[src/rtl/mem_burst_engine.sv]
// mem_burst_engine: runs one main-memory burst per arbiter command. Write bursts
// move beats from the granted core to memory. Read bursts issue addresses and
// steer the returned beats back to that core. A done pulse releases the arbiter.
module mem_burst_engine #(
    parameter int unsigned MAIN_MEM_ADDR_WIDTH = 32,
    parameter int unsigned DATA_WIDTH          = 16,
    parameter int unsigned NUM_CORES           = 4,
    parameter int unsigned BURST_WIDTH         = 6
) (
    input  logic                            w_clock,
    input  logic                            w_reset_n,
    input  logic                            w_cmd_valid,
    output logic                            w_cmd_ready,
    input  logic [MAIN_MEM_ADDR_WIDTH-1:0]  w_cmd_addr,
    input  logic                            w_cmd_rw,
    input  logic [BURST_WIDTH-1:0]          w_cmd_burst,
    input  logic [NUM_CORES-1:0]            w_cmd_grant,
    input  logic [NUM_CORES*DATA_WIDTH-1:0] w_core_wdata,
    input  logic [NUM_CORES-1:0]            w_core_wvalid,
    output logic [NUM_CORES-1:0]            w_core_wready,
    output logic [DATA_WIDTH-1:0]           w_core_rdata,
    output logic [NUM_CORES-1:0]            w_core_rvalid,
    output logic                            w_mem_req,
    output logic                            w_mem_rw,
    output logic [MAIN_MEM_ADDR_WIDTH-1:0]  w_mem_addr,
    output logic [DATA_WIDTH-1:0]           w_mem_wdata,
    input  logic                            w_mem_gnt,
    input  logic [DATA_WIDTH-1:0]           w_mem_rdata,
    input  logic                            w_mem_rvalid,
    output logic                            w_done,
    output logic                            w_err
);

    localparam int unsigned SEL_W = (NUM_CORES > 1) ? $clog2(NUM_CORES) : 1;
    localparam int unsigned CNT_W = BURST_WIDTH + 1;

    typedef enum logic [2:0] {
        S_IDLE,
        S_WRITE,
        S_READ_ISSUE,
        S_READ_DRAIN,
        S_DONE
    } state_e;

    state_e                         state_q, state_d;
    logic [MAIN_MEM_ADDR_WIDTH-1:0] addr_q, addr_d;
    logic                           rw_q, rw_d;
    logic [BURST_WIDTH-1:0]         burst_q, burst_d;
    logic [SEL_W-1:0]               sel_q, sel_d;
    logic [CNT_W-1:0]               issue_q, issue_d;
    logic [CNT_W-1:0]               ret_q, ret_d;
    logic                           err_q, err_d;
    logic [DATA_WIDTH-1:0]          rdata_q, rdata_d;
    logic [NUM_CORES-1:0]           rvalid_q, rvalid_d;

    logic [SEL_W-1:0]      grant_sel;
    logic [DATA_WIDTH-1:0] sel_wdata;
    logic                  sel_wvalid;
    logic [NUM_CORES-1:0]  sel_onehot;
    logic [CNT_W-1:0]      burst_ext;
    logic                  issue_last;
    logic                  ret_open;

    // Lowest set grant bit picks the target core
    always_comb begin
        grant_sel = '0;
        for (int i = int'(NUM_CORES) - 1; i >= 0; i--) begin
            if (w_cmd_grant[i]) grant_sel = SEL_W'(i);
        end
    end

    // Select the latched core's write lane
    always_comb begin
        sel_wdata  = '0;
        sel_wvalid = 1'b0;
        for (int i = 0; i < int'(NUM_CORES); i++) begin
            if (sel_q == SEL_W'(i)) begin
                sel_wdata  = w_core_wdata[i*DATA_WIDTH +: DATA_WIDTH];
                sel_wvalid = w_core_wvalid[i];
            end
        end
    end

    assign sel_onehot  = NUM_CORES'(1) << sel_q;
    assign burst_ext   = CNT_W'(burst_q);
    assign issue_last  = (issue_q + CNT_W'(1)) == burst_ext;
    assign ret_open    = ((state_q == S_READ_ISSUE) || (state_q == S_READ_DRAIN))
                         && (ret_q != burst_ext);
    assign w_mem_addr    = addr_q + MAIN_MEM_ADDR_WIDTH'(issue_q);
    assign w_mem_rw      = rw_q;
    assign w_core_rdata  = rdata_q;
    assign w_core_rvalid = rvalid_q;
    assign w_err         = err_q;

    // Next-state, return handling and combinational handshake outputs
    always_comb begin
        state_d       = state_q;
        addr_d        = addr_q;
        rw_d          = rw_q;
        burst_d       = burst_q;
        sel_d         = sel_q;
        issue_d       = issue_q;
        ret_d         = ret_q;
        err_d         = err_q;
        rdata_d       = rdata_q;
        rvalid_d      = '0;
        w_cmd_ready   = 1'b0;
        w_mem_req     = 1'b0;
        w_mem_wdata   = '0;
        w_core_wready = '0;
        w_done        = 1'b0;

        // A return with no read outstanding is dropped and flagged
        if (w_mem_rvalid) begin
            if (ret_open) begin
                ret_d    = ret_q + CNT_W'(1);
                rdata_d  = w_mem_rdata;
                rvalid_d = sel_onehot;
            end else begin
                err_d = 1'b1;
            end
        end

        case (state_q)
            S_IDLE: begin
                w_cmd_ready = 1'b1;
                if (w_cmd_valid) begin
                    addr_d  = w_cmd_addr;
                    rw_d    = w_cmd_rw;
                    burst_d = w_cmd_burst;
                    sel_d   = grant_sel;
                    issue_d = '0;
                    ret_d   = '0;
                    if ((w_cmd_burst == '0) || (w_cmd_grant == '0)) begin
                        state_d = S_DONE;
                    end else if (w_cmd_rw) begin
                        state_d = S_READ_ISSUE;
                    end else begin
                        state_d = S_WRITE;
                    end
                end
            end
            S_WRITE: begin
                w_mem_req   = sel_wvalid;
                w_mem_wdata = sel_wdata;
                if (w_mem_req && w_mem_gnt) begin
                    w_core_wready = sel_onehot;
                    issue_d       = issue_q + CNT_W'(1);
                    if (issue_last) state_d = S_DONE;
                end
            end
            S_READ_ISSUE: begin
                w_mem_req = 1'b1;
                if (w_mem_gnt) begin
                    issue_d = issue_q + CNT_W'(1);
                    if (issue_last) begin
                        state_d = (ret_d == burst_ext) ? S_DONE : S_READ_DRAIN;
                    end
                end
            end
            S_READ_DRAIN: begin
                if (ret_d == burst_ext) state_d = S_DONE;
            end
            S_DONE: begin
                w_done  = 1'b1;
                state_d = S_IDLE;
            end
            default: state_d = S_IDLE;
        endcase
    end

    // State and datapath registers
    always_ff @(posedge w_clock or negedge w_reset_n) begin
        if (!w_reset_n) begin
            state_q  <= S_IDLE;
            addr_q   <= '0;
            rw_q     <= 1'b0;
            burst_q  <= '0;
            sel_q    <= '0;
            issue_q  <= '0;
            ret_q    <= '0;
            err_q    <= 1'b0;
            rdata_q  <= '0;
            rvalid_q <= '0;
        end else begin
            state_q  <= state_d;
            addr_q   <= addr_d;
            rw_q     <= rw_d;
            burst_q  <= burst_d;
            sel_q    <= sel_d;
            issue_q  <= issue_d;
            ret_q    <= ret_d;
            err_q    <= err_d;
            rdata_q  <= rdata_d;
            rvalid_q <= rvalid_d;
        end
    end

endmodule

[config.mk]
export PLATFORM = sky130hd
export DESIGN_NAME = mem_burst_engine
export DESIGN_NICKNAME = d
export VERILOG_FILES = /design/src/rtl/mem_burst_engine.sv
export SDC_FILE = /design/constraint.sdc
export NUM_CORES = 1
export LEC_CHECK = 0
export CORE_MARGIN = 2
export CORE_UTILIZATION = 35
export DETAILED_ROUTE_END_ITERATION = 6
export PLACE_DENSITY = 0.77
export SLEW_MARGIN = 25
export SYNTH_ARGS = -nofsm -noshare
export SYNTH_HDL_FRONTEND = slang
export SYNTH_SLANG_ARGS = --single-unit
export TNS_END_PERCENT = 100
[constraint.sdc]
create_clock -name w_clock -period 6.7 [get_ports w_clock]
set_input_delay 1.34 -clock w_clock [delete_from_list [all_inputs] [get_ports w_clock]]
set_output_delay 1.34 -clock w_clock [all_outputs]
set_load 0.02 [all_outputs]
# Word level (Yosys, flattened, before mapping)
# Cells that the tools add are included.
dict set report totals {
  register_bits 79
  inputBits 132
  wordCells 83
}
dict set report classes {
  add_sub_neg 3
  eq_ne 16
  shift 1
  n_mux 38
  n_bitwise 1
  n_reduce_logical 14
}
# operator count
set ops {}
lappend ops {{$mux 16} 5}
lappend ops {{$mux 7} 7}
lappend ops {{$add 32x7->32} 1}
lappend ops {{$mux 3} 8}
lappend ops {{$pmux 7 s3} 1}
lappend ops {{$mux 4} 4}
lappend ops {{$add 7x1->7 const B} 2}
lappend ops {{$eq 7x6->1} 2}
lappend ops {{$pmux 3 s4} 1}
lappend ops {{$mux 2} 5}
lappend ops {{$ne 2x2->1 const B} 5}
lappend ops {{$ne 7x6->1} 1}
lappend ops {{$eq 3x2->1 const B} 2}
lappend ops {{$logic_not 6->1} 1}
lappend ops {{$mux 1} 6}
lappend ops {{$reduce_and 2->1} 3}
lappend ops {{$reduce_and 6->1} 1}
lappend ops {{$eq 2x2->1 const B} 2}
lappend ops {{$logic_not 4->1} 1}
lappend ops {{$reduce_and 4->1} 1}
lappend ops {{$shl 1x2->4 const A} 1}
lappend ops {{$eq 3x1->1 const B} 1}
lappend ops {{$eq 3x3->1 const B} 1}
lappend ops {{$logic_not 3->1} 1}
lappend ops {{other kinds (8)} 10}

# Depth between registers and ports, before layout
dict set report depth {
  depth_word 10
  depth_mapped 10
  mapped_depth_nobuf 9
}

# Least setup slack after synthesis
# OpenSTA, ideal clock, no wires.
dict set report synth_timing {
  kind {register to output}
  startpoint {register issue_q[0]}
  endpoint {output port w_mem_addr[22]}
  t_arrival_ns 2.492
  path_slack_ns 2.868
  path_stages_with_launch 10
  n_path_buf 0
  cell_sequence {dfrtp_1 > ha_1 > inv_1 > fa_1 > nor2b_1 > o21ai_0 > a21boi_0 > o211ai_1 > a2111oi_0 > xor2_1}
}
dict set report synth_via {
  elab_chain_len 1
}
# item line_no
set synth_rtl {}
lappend synth_rtl {{start, declared} 50} ;# logic [CNT_W-1:0] issue_q, issue_d;
lappend synth_rtl {{start signal, assigned} 191} ;# issue_q <= issue_d;
lappend synth_rtl {{$add 32x7->32} 89} ;# assign w_mem_addr = addr_q + MAIN_MEM_ADDR_WIDTH'(issue_q);
lappend synth_rtl {{end, declared} 25} ;# output logic [MAIN_MEM_ADDR_WIDTH-1:0] w_mem_addr,
# No other way between the ends.

# Final worst setup path
# Ends and elaborated chain as after synthesis.

==> run metrics <==
status complete, no violations; Simple-Gate Fraction of Synth Area 27.9%; kind of critical path reg -> out; FF+latch count, synth 79; sequential share of the synthesized area 37.7%; fin util 52.7%; core box area 14600 um^2; CP Buf/Inv Count 2; leakage power 3.36 nW; gr usage total 18.7%; nets 938; Via density 5.16; PnR worst setup slack 1.42 ns; Vias 5074; Worst R2R End issue_q[3]; Critical Path Fanout Max 12; clk buf depth 2; delay-heaviest family, CP compound AO/OA/AOI/OAI gates; Fmax 0.190 GHz; synth top area cells dfrtp_1 (38%), nand2_1 (13%), mux4_2 (7.3%); drt total wl 15.3 mm; slowest cell on the critical path clkdlybuf4s50_1; CTS tree yes; syn_area_per_cell 8.62 um^2; commonest register cell after synthesis dfrtp_1; Remaining DRCs 0; max-cap violation count 0; Worst-Skew Late Latency 0.33 ns; Synthesized Nets 751; final std cells w/o fill 984; ANT nets after route 0; post-synth top area cell dfrtp_1; post-CTS sizing 0; DR iter-0 viols 259; critical path arrival 3.94 ns; H-tree Lvls 3; Crit. End Element output pin; Syn Inst Count 609; complex-gate fraction of the synthesized area 11.4%; Cells on Worst Hold Path 1; Worst Tran Pin Value 0.993 ns; # IOs 209; worst vdd ir 0.130 mV; cells along the critical path ha_1 > inv_1 > fa_1 > nor2b_1 > o21ai_0 > a21boi_0 > o211ai_1 > a2111oi_0 > xor2_1 > clkdlybuf4s50_1; Worst Reg2Reg Path Length in Cells 6; total power density per cell area 331 nW/um^2; row count 44; Final Cycle Share 78.8%; Adder-Cell Fraction of Synth Area 2.72%; cell area after synthesis 5250 um^2; # diodes 0; unrepaired setup endpoints after global routing no; routed len/inst 15.6 um; fin crit period 5.28 ns; clock sink count 79; Die ar. 16000 um^2; post-synth top area share 37.7%; final hold viol count 0; Worst path max stage delay 0.62 ns; synth warn 0; Total Neg Setup Slack 0 ns; Inst Count DP 969; port bufs 208; first-pass GRT wire length 24.5 mm; Routability Congestion 0.862; hold crit path type reg -> reg; synthesis-to-layout area growth 46.6%; Die X 126 um; worst path required time 5.36 ns; r2r setup slk 4.08 ns; Yosys cell types 66; Final Skew 0.00369 ns; Initial Util 36.0%; min-delay src w_err; postcts setup bufs 0; main combinational cell family by area after synthesis simple AND/OR/NAND/NOR gates; relative slew slack 33.5%; GRT overflow 0; post-DP HPWL 11.5 mm; Clock transition at path regs 0.06 ns; Synth Area in XOR/XNOR 8.35%; Post-synth ARST share 100%; max-slew violations 0; Fillers 1352; root buf cell clkbuf_16; mux contribution to synthesized area 7.68%; layout cells sized above 1 6.38%; vias in the first global route 4873; Hold Buf Count CTS 0; DP Worst Slack 1.86 ns; worst r2r src sel_q[1]; most frequent cell after synthesis nand2_1; initial antenna violation count 0; largest net degree at the start of global routing 80; CTS Buf Count 9; startpoint types register; final number of setup-violating endpoints 0; first-pass iteration count of the detailed router 5; Die Ht 126 um; number of synthesized flops with an enable pin 0; Synth top cells by count nand2_1 (185), dfrtp_1 (79), xor2_1 (34); Min-Delay Endpoint w_err
where the power goes:
part / internal, mW / switching [mW] / total [mW]
clock: 0.259 / 0.192 / 0.451
sequential: 0.634 / 0.198 / 0.832
combinational: 0.614 / 0.653 / 1.27
total: 1.51 / 1.04 / 2.55
registers in the layout, indices dropped and copies added (netlist names):
name           flops
ret_q              7
w_core_rvalid      4
w_core_rdata      16
issue_q            7
burst_q            6
w_mem_rw           1
w_err              1
state_q            3
addr_q            32
sel_q              2
stage by stage:
stage	power, mW	area (um^2)	hold slack, ns
floorplan	1.60	5250	0.452
global placement	2.09	7420	0.444
detailed placement	2.11	7420	0.451
CTS	2.57	7690	0.464
global route	2.72	7690	0.475
finish	2.55	7690	0.459
area by class of cell:
| class | instances | area, um^2 | share of cell area (%) |
|---|---|---|---|
| multi-input combinational | 479 | 3050 | 39.6 |
| timing repair buffer | 212 | 2110 | 27.5 |
| sequential | 79 | 1980 | 25.7 |
| clock buffer | 10 | 239 | 3.11 |
| tap | 184 | 230 | 2.99 |
| inverter | 15 | 56.3 | 0.732 |
| clock inverter | 5 | 33.8 | 0.439 |
how the worst max path moves through the flow:
stage | endpoint | from | cells past startpoint | slack (ns)
floorplan | w_mem_addr[22] | issue_q[0] | 9 | 2.87
global route | w_mem_addr[22] | issue_q[0] | 10 | 1.21
finish | w_mem_addr[22] | issue_q[0] | 10 | 1.42
global placement | w_mem_addr[22] | issue_q[0] | 10 | 1.92
detailed placement | w_mem_addr[22] | issue_q[0] | 10 | 1.86
CTS | w_mem_addr[22] | issue_q[0] | 10 | 1.42
logic make-up (layout without fill, tap and decap cells):
group	count (synthesis)	after routing
XOR/XNOR	50	50
multiplexers	19	19
AO/OA/AOI/OAI	83	83
buffers and inverters	51	242
flip-flops	79	79
AND/OR/NAND/NOR	316	316
adder cells (fa/ha/maj)	11	11
routing by layer:
| metal | share of wire, % | track usage, % | wire [um] |
|---|---|---|---|
| met3 | 4.9 | 2.87 | 748 |
| met5 | 0 | 0 | 0 |
| met2 | 51 | 32.8 | 7800 |
| met4 | 2.6 | 6.33 | 398 |
| met1 | 42 | 23.6 | 6370 |
cell usage in the layout, fill, tap and decap left out, types with 3 or more instances in the layout:
cell type	synthesis	layout
mux4_2	17	17
inv_1	14	14
nand3_1	16	16
a21boi_0	3	3
o21ai_1	4	4
ha_1	9	9
nor2_1	33	33
nand2_1	185	185
clkdlybuf4s50_1	0	207
o21ai_0	11	11
nand4_1	9	9
clkbuf_16	0	9
dfrtp_1	79	79
nor4_1	3	3
xnor2_1	16	16
a21oi_1	22	22
and3_1	5	5
and4_1	6	6
a21o_1	3	3
nor3_1	14	14
xor2_1	34	34
nand3b_1	3	3
nor2b_1	18	18
nand2b_1	9	9
a211oi_1	6	6
buf_4	1	4
No activity file was read; power rests on OpenSTA's default activity.
